## config.mk

```make
export PLATFORM = sky130hd
export DESIGN_NAME = limits_reader
export DESIGN_NICKNAME = d
export VERILOG_FILES = /design/src/rtl/limits_reader.sv
export SDC_FILE = /design/constraint.sdc
export NUM_CORES = 1
export LEC_CHECK = 0
export ABC_CLOCK_PERIOD_IN_PS = 5400
export BUFFER_PORTS_ARGS = -buffer_cell sky130_fd_sc_hd__buf_2
export CAP_MARGIN = 20
export CORE_ASPECT_RATIO = 0.8
export CORE_MARGIN = 5
export CORE_UTILIZATION = 62
export DETAILED_ROUTE_END_ITERATION = 7
export MAX_ROUTING_LAYER = met4
export PLACE_DENSITY = 0.84
export SYNTH_ARGS = -nofsm -noshare
export SYNTH_HDL_FRONTEND = slang
export SYNTH_SLANG_ARGS = --single-unit
```

## constraint.sdc

```tcl
create_clock -name clock -period 5.4 [get_ports clock]
set_input_delay 0.81 -clock clock [delete_from_list [all_inputs] [get_ports clock]]
set_output_delay 0.81 -clock clock [all_outputs]
set_load 0.005 [all_outputs]
```

## src/rtl/limits_reader.sv

```systemverilog
// limits_reader: fetches ctrl_count consecutive words from the limits buffer read port,
// starting at ctrl_base, and streams them out on a ready/valid interface. A small
// prefetch FIFO hides the RAM read latency and absorbs sink backpressure.
// Optional feature macro: LIMITS_READER_LOOP_EN (continuous looping with ctrl_stop).
module limits_reader #(
  parameter int unsigned ADDR_W       = 8,
  parameter int unsigned DATA_W       = 32,
  parameter int unsigned READ_LATENCY = 2,
  parameter int unsigned FIFO_DEPTH   = 4
) (
  input  logic              clock,
  input  logic              reset_n,
  input  logic              ctrl_start,
  input  logic [ADDR_W-1:0] ctrl_base,
  input  logic [ADDR_W:0]   ctrl_count,
`ifdef LIMITS_READER_LOOP_EN
  input  logic              ctrl_stop,
`endif
  output logic              ctrl_busy,
  output logic              ctrl_done,
  output logic [ADDR_W-1:0] buf_address,
  output logic              buf_chipselect,
  output logic              buf_read,
  input  logic [DATA_W-1:0] buf_readdata,
  output logic [DATA_W-1:0] st_data,
  output logic              st_valid,
  input  logic              st_ready,
  output logic              st_last
);

  localparam int unsigned CntW = ADDR_W + 1;
  localparam int unsigned PtrW = (FIFO_DEPTH > 1) ? $clog2(FIFO_DEPTH) : 1;
  localparam int unsigned OccW = $clog2(FIFO_DEPTH + 1);
  localparam int unsigned CrW  = $clog2(FIFO_DEPTH + READ_LATENCY + 2);

  typedef enum logic [1:0] {StIdle, StFetch, StDrain} state_e;

  state_e state_q, state_d;

  logic [ADDR_W-1:0]       base_q, base_d;
  logic [CntW-1:0]         count_q, count_d;
  logic [CntW-1:0]         issued_q, issued_d;
  logic [CntW-1:0]         deliv_q, deliv_d;
  logic                    rd_q, rd_d;
  logic [ADDR_W-1:0]       addr_q, addr_d;
  logic [READ_LATENCY-1:0] inflight_q;
  logic                    done_q, done_d;

  logic [DATA_W-1:0]       fifo_mem [FIFO_DEPTH];
  logic [PtrW-1:0]         wptr_q, rptr_q;
  logic [OccW-1:0]         occ_q;

  logic                    start_acc;
  logic                    busy;
  logic                    fifo_push;
  logic                    fifo_pop;
  logic                    fifo_nonempty;
  logic                    head_last;
  logic [CrW-1:0]          credit;
  logic                    room;
  logic                    drain_exit;
  logic                    stop_now;
  logic                    in_run;
  logic [ADDR_W-1:0]       eff_base;
  logic [CntW-1:0]         eff_count;
  logic [CntW-1:0]         eff_issued;

`ifdef LIMITS_READER_LOOP_EN
  logic stop_q, stop_d;
`endif

  // Handshake, FIFO and credit bookkeeping shared by the issue logic and the FSM.
  always_comb begin
    busy          = (state_q != StIdle) || done_q;
    // A start arriving during the done cycle still counts as "while busy" and is dropped.
    start_acc     = ctrl_start && (state_q == StIdle) && !done_q;
    fifo_nonempty = (occ_q != '0);
    fifo_push     = inflight_q[READ_LATENCY-1];
    fifo_pop      = fifo_nonempty && st_ready;
    head_last     = fifo_nonempty && (deliv_q == count_q - CntW'(1));
    // Reads on the bus, reads inside the RAM pipeline, and words already stored.
    credit        = CrW'(rd_q) + CrW'(occ_q);
    for (int i = 0; i < READ_LATENCY; i++) begin
      credit = credit + CrW'(inflight_q[i]);
    end
    // A pop this cycle frees a slot by the time the new read lands.
    room          = (credit - CrW'(fifo_pop)) < CrW'(FIFO_DEPTH);
    // Only the head word is outstanding, so this handshake closes the run.
    drain_exit    = fifo_pop && head_last && (credit == CrW'(1));
`ifdef LIMITS_READER_LOOP_EN
    stop_now      = stop_q;
`else
    stop_now      = 1'b1;
`endif
  end

  // Read issue: the start cycle uses the live control inputs so buf_read rises right after it.
  always_comb begin
    eff_base   = base_q;
    eff_count  = count_q;
    eff_issued = issued_q;
    in_run     = (state_q == StFetch);
    if (start_acc) begin
      eff_base   = ctrl_base;
      eff_count  = ctrl_count;
      eff_issued = '0;
      in_run     = 1'b1;
    end
    rd_d     = in_run && (eff_issued < eff_count) && room;
    addr_d   = addr_q;
    issued_d = eff_issued;
    if (rd_d) begin
      addr_d = eff_base + eff_issued[ADDR_W-1:0];
      // In loop mode the pass restarts at base without a bubble unless a stop is pending.
      if ((eff_issued == eff_count - CntW'(1)) && !stop_now) begin
        issued_d = '0;
      end else begin
        issued_d = eff_issued + CntW'(1);
      end
    end
    base_d  = eff_base;
    count_d = eff_count;
  end

  // Delivery counter, done pulse and stop latch.
  always_comb begin
    deliv_d = deliv_q;
    if (start_acc) begin
      deliv_d = '0;
    end else if (fifo_pop) begin
      deliv_d = head_last ? '0 : deliv_q + CntW'(1);
    end
    done_d = (start_acc && (ctrl_count == '0)) || (fifo_pop && head_last);
`ifdef LIMITS_READER_LOOP_EN
    stop_d = stop_q;
    if (start_acc) begin
      stop_d = 1'b0;
    end else if (ctrl_stop && busy) begin
      stop_d = 1'b1;
    end
`endif
  end

  // FSM next state.
  always_comb begin
    state_d = state_q;
    unique case (state_q)
      StIdle:  if (start_acc && (ctrl_count != '0)) state_d = StFetch;
      StFetch: if (issued_q == count_q) state_d = StDrain;
      StDrain: if (drain_exit) state_d = StIdle;
      default: state_d = StIdle;
    endcase
  end

  // FSM state register.
  always_ff @(posedge clock or negedge reset_n) begin
    if (!reset_n) begin
      state_q <= StIdle;
    end else begin
      state_q <= state_d;
    end
  end

  // Run context, issue pipeline and FIFO pointers; reset also drops in-flight reads.
  always_ff @(posedge clock or negedge reset_n) begin
    if (!reset_n) begin
      base_q     <= '0;
      count_q    <= '0;
      issued_q   <= '0;
      deliv_q    <= '0;
      rd_q       <= 1'b0;
      addr_q     <= '0;
      inflight_q <= '0;
      done_q     <= 1'b0;
      wptr_q     <= '0;
      rptr_q     <= '0;
      occ_q      <= '0;
    end else begin
      base_q        <= base_d;
      count_q       <= count_d;
      issued_q      <= issued_d;
      deliv_q       <= deliv_d;
      rd_q          <= rd_d;
      addr_q        <= addr_d;
      done_q        <= done_d;
      inflight_q[0] <= rd_q;
      for (int i = 1; i < READ_LATENCY; i++) begin
        inflight_q[i] <= inflight_q[i-1];
      end
      if (fifo_push) begin
        wptr_q <= (wptr_q == PtrW'(FIFO_DEPTH - 1)) ? '0 : wptr_q + PtrW'(1);
      end
      if (fifo_pop) begin
        rptr_q <= (rptr_q == PtrW'(FIFO_DEPTH - 1)) ? '0 : rptr_q + PtrW'(1);
      end
      occ_q <= occ_q + OccW'(fifo_push) - OccW'(fifo_pop);
    end
  end

`ifdef LIMITS_READER_LOOP_EN
  // Pending stop request.
  always_ff @(posedge clock or negedge reset_n) begin
    if (!reset_n) begin
      stop_q <= 1'b0;
    end else begin
      stop_q <= stop_d;
    end
  end
`endif

  // FIFO storage; contents are don't-care while the matching slot is empty.
  always_ff @(posedge clock) begin
    if (fifo_push) begin
      fifo_mem[wptr_q] <= buf_readdata;
    end
  end

  // Outputs; st_data is forced to zero while the FIFO is empty.
  always_comb begin
    ctrl_busy      = busy;
    ctrl_done      = done_q;
    buf_address    = addr_q;
    buf_read       = rd_q;
    buf_chipselect = rd_q;
    st_valid       = fifo_nonempty;
    st_last        = head_last;
    st_data        = '0;
    if (fifo_nonempty) begin
      st_data = fifo_mem[rptr_q];
    end
  end

endmodule

```

Word level (Yosys, flattened, before mapping)
Memories as Yosys holds them, arrays and structs flattened.
Index checks and enable logic that the tools add are counted.
- add/subtract/negate cells: 12
- order comparisons: 2
- eq/ne operators: 10
- mux-type cells: 17
- reduce and logical (&&, ||, !) cells: 20
- operators by type and width (operator ; count):
    9-bit two-way mux ; 6
    32-bit two-way mux ; 1
    9-bit by 1-bit adder with 9-bit output, second input constant ; 2
    9-bit == test ; 2
    1-bit logical AND ; 10
    2-bit two-way mux ; 5
    3-bit by 1-bit adder with 3-bit output ; 3
    9-bit logical NOT ; 1
    9-bit less-than comparator ; 1
    9-bit nonzero test ; 1
    9-bit by 1-bit subtractor with 9-bit output, second input constant ; 1
    8-bit adder ; 1
    8-bit two-way mux ; 1
    2-bit == test, second input constant ; 3
    2-bit case mux with 3 select lines ; 1
    3-bit by 1-bit subtractor with 3-bit output ; 2
    2-bit by 1-bit adder with 2-bit output, second input constant ; 2
    2-bit by 1-bit inequality test with 1-bit output, second input constant ; 2
    2-bit nonzero test ; 2
    1-bit by 3-bit adder with 3-bit output ; 1
    3-bit by 1-bit == test with 1-bit output, second input constant ; 1
    3-bit less-than comparator, second input constant ; 1
    1-bit two-way mux ; 3
    3-bit AND reduction ; 1
    other kinds (6) ; 7
- flip-flop bits (word level): 56
- memory bits (writable): 128
- bits of input ports: 53
- output and inout bits: 46
- logic and storage cells: 74
- memories kept: 1
- memories (name ; depth ; width ; read ports ; clocked after Yosys merged registers in ; write ports ; line ; source):
    fifo_mem ; 4 ; 32 ; 1 ; 0 ; 1 ; 49 ; logic [DATA_W-1:0] fifo_mem [FIFO_DEPTH];

Logic depth before layout (Yosys ltp)
- word-level depth: 8
- depth in mapped cells: 13
- depth with buffers taken out: 10

Worst setup path before layout
OpenSTA, ideal clock, no wires.
- path type: input to register
- start: input ctrl_start
- end: register addr_q[1] (netlist: buf_address[1])
- setup time: 0.125 ns
- data arrival time: 3.335 ns
- required time: 5.275 ns
- slack: 1.940 ns
- cell stages on the path: 11
- buffers on the path: 3
- path through: or4b_1 > buf_2 > clkbuf_1 > and2_1 > ha_1 > nand4_1 > a2111oi_2 > a221oi_4 > nand2_2 > buf_6 > mux2_4
- word-level cells in the longest chain between the ends: 6
- elaborated cells on any way between the ends: 10
- those cells by class: 1 x add/sub; 1 x order compare; 4 x mux; 4 x reduce/logical
- ends and longest elaborated chain (element ; line ; source):
    start: declaration ; 13 ; input logic ctrl_start,
    1-bit logical AND * (2 in a row) ; 76 ; start_acc = ctrl_start && (state_q == StIdle) && !done_q;
    9-bit two-way mux ; 103 ; if (start_acc) begin
    9-bit less-than comparator ; 109 ; rd_d = in_run && (eff_issued < eff_count) && room;
    1-bit logical AND (2 in a row) ; 109 ;
    end signal: assignment ; 184 ; addr_q <= addr_d;
    end: declaration ; 45 ; logic [ADDR_W-1:0] addr_q, addr_d;
Mark *: on every way between the ends. The rest lies on a longest branch, timed or not.
A chain may end at the register's enable or synchronous reset.

Worst setup path after layout
- start: register state_q[1]
- end: register addr_q[2] (netlist: buf_address[2])
- word-level cells in the longest chain between the ends: 7
- elaborated cells on any way between the ends: 12
- those cells by class: 1 x add/sub; 1 x order compare; 1 x eq/ne; 4 x mux; 5 x reduce/logical
- ends and longest elaborated chain (element ; line ; source):
    start: declaration ; 38 ; state_e state_q, state_d;
    start signal: assignment ; 158 ; state_q <= StIdle;
    start signal: assignment ; 160 ; state_q <= state_d;
    2-bit logical NOT ; 76 ;
    1-bit logical AND (2 in a row) ; 76 ;
    9-bit two-way mux ; 103 ;
    9-bit less-than comparator ; 109 ;
    1-bit logical AND (2 in a row) ; 109 ;
Parallel ways exist; a longest one is shown, timed or not.

==> results.toml <==
[run_status]
status = "complete, no violations"

[cells_and_area]
seq_area_um2 = 5246
fin_cells = 877
nFillCells = 839
drive_gt1_share_pct = 27.26
multi_input_area_um2 = 2994
finalNetCount = 767
diodes = 0
synthToLayoutAreaGrowth_pct = 14.78

[global_routing]
grt_pass1_wl_um = 28950
grt_max_degree = 57
grt_overflow = 0
antenna_found_initial = 0
track_usage_pct = 24.41
grt_pass1_vias = 5452

[timing]
slew_viol_final = 0
rsz0062_at_grt = "false"
relSlewSlack_pct = 40.09
min_period_ns = 3.903
period_share_pct = 72.28
setup_tns_ns = 0
finalSetupViolCount = 0
fmax_ghz = 0.2562
holdWs_ns = 0.4172
skew_ns = 0.008585
hold_viol_final = 0
worst_pin_slew_ns = 0.8986

[power_and_ir_drop]
powerDensity_nw_per_um2 = 624.9
p_leak_nw = 3.891
irDropWorstVdd_mv = 0.4562

[placed_design]
hpwl_um = 11370
dp_cells = 844
gp_congestion = 0.9564
io_buffer_count = 98

[cts]
cts_tree = "built"
cts_hold_buf = 0
clk_path_buf_depth = 2
cts_buffers = 17
htree_num_levels = 4
cts_resized = 0
clk_pin_slew_worst_paths_ns = 0.07
clock_latency_ns = 0.43
postCtsSetupBuffers = 0
cts_sinks = 184
cts_root_buffer = "clkbuf_16"

[synthesis]
synth_top_area_share_pct = 45.37
synth_most_common_cell = "edfxtp_1"
synth_area_leader_cell = "edfxtp_1"
netlist_top_cells_count = "edfxtp_1, nand2_1, dfrtp_1"
synth_fp_nets = 671
synthTopCellsByArea = "edfxtp_1, dfrtp_1, mux4_2"
yosysSeqAreaShare_pct = 61.91
synth_cell_types = 59
async_flop_share_pct = 30.43
synth-main-ff-cell = "edfxtp_1"
synth_edf_count = 128
ys_seq_elements = 184
synth_warnings = 0
syn_avg_cell_area_um2 = 14.41
syn-instance-count = 588
synth_area_um2 = 8472

[floorplan]
pin_count = 99
fp.coreArea_um2 = 13460
die_x_um = 140.7
fp.dieArea_um2 = 16120
start_util_pct = 62.96
die_h_um = 114.6
placementRows = 38

[setup_path]
crit_required_ns = 5.71
end_kind = "register"
cp_data_arrival_time_ns = 4.21
criticalPathCategory = "register to register"
cp_max_fo = 27
start_kind = "register"

[run]
cap_violations = 0

[route]
dr.pass1.iters = 5
drt-initial-drc-count = 494
vias = 5135
via_per_inst = 5.855
final_antenna_net_count = 0
remaining_drc_errors = 0
wl_per_cell_um = 20.39
totalWireLength_um = 17890

[worst_hold_path]
hp-class = "register to register"
## worst max-delay path, cell delays in order, from the launching register on
cell,delay [ns]
dfrtp_1,0.50
or4b_1,0.99
and2_1,0.39
ha_1,0.30
a21oi_1,0.13
o21ai_0,0.15
a211oi_2,0.57
nand2_2,0.36
mux2_4,0.38
## final timing paths
path / startpoint / endpoint / slack, ns / depth (start not counted)
max reg2reg: state_q[1] / buf_address[2] / 1.50 / 8
min: inflight_q[0] / inflight_q[1] / 0.42 / 0
max in group asynchronous: reset_n / rptr_q[0] / 4.38 / 2
max: state_q[1] / buf_address[2] / 1.50 / 8
min in group asynchronous: reset_n / count_q[5] / 0.52 / 2
min reg2reg: inflight_q[0] / inflight_q[1] / 0.42 / 0
## cell usage in the layout (no fill, tap or decap), drive strengths merged, types with 7 or more instances in the layout
| master | n |
|---|---|
| o21ai | 7 |
| xnor2 | 27 |
| xor2 | 11 |
| inv | 35 |
| mux4 | 32 |
| and2 | 49 |
| edfxtp | 128 |
| nand3 | 12 |
| nand2 | 60 |
| nor2 | 18 |
| clkbuf | 18 |
| nor3 | 7 |
| dfrtp | 56 |
| ha | 26 |
| a21oi | 8 |
| buf | 104 |
| o31ai | 11 |
| mux2 | 11 |
## per-stage QoR
step	power (mW)	utilization [%]	cell area (µm²)	setup WS (ns)
6_report	6.077	72.27	9724	1.497
5_1_grt	6.473	72.27	9724	1.285
4_1_cts	6.115	72.16	9709	1.521
3_5_place_dp	4.801	67.71	9110	1.248
3_3_place_gp	4.665	67.71	9110	1.396
2_1_floorplan	4.074	-	8472	1.940
## sequential cells by signal (all words and copies together) (netlist names), 2 cells and up
signal       cells
buf_address      8
count_q          9
wptr_q           2
base_q           8
fifo_mem       128
issued_q         9
rptr_q           2
inflight_q       2
state_q          2
occ_q            3
deliv_q          9
## kinds of logic (layout without fill, tap and decap cells)
group,count (synthesis),in the layout,share of synthesized area (%)
DFF,184,184,61.91
and+or+nand+nor,181,181,11.18
buffers and inverters,58,167,2.806
AOI/OAI and AO/OA,53,53,4.948
muxes,44,44,10.44
xor gates and xnor gates,38,38,3.929
adders and majority gates,30,30,4.785
## metal layers
layer	up-vias	share of wire (%)	GRT usage (%)
met5	-	0	-
met3	35	5.5	4.509
met1	2582	41	31.29
li1	2340	-	-
met2	178	51	39.67
met4	0	1.8	8.974
## layout make-up
class	instances	area share (%)
multi-input combinational	346	30.79
timing repair buffer	104	5.584
inverter	31	1.197
clock buffer	18	4.413
tap	180	2.316
sequential	184	53.95
clock inverter	14	1.750
## report_power, final
group,internal (mW),switching [mW],total (mW)
logic,1.25,1.31,2.55
registers,1.96,0.303,2.26
clock network,0.731,0.529,1.26
total,3.94,2.14,6.08
No activity file was read; power rests on OpenSTA's default activity.
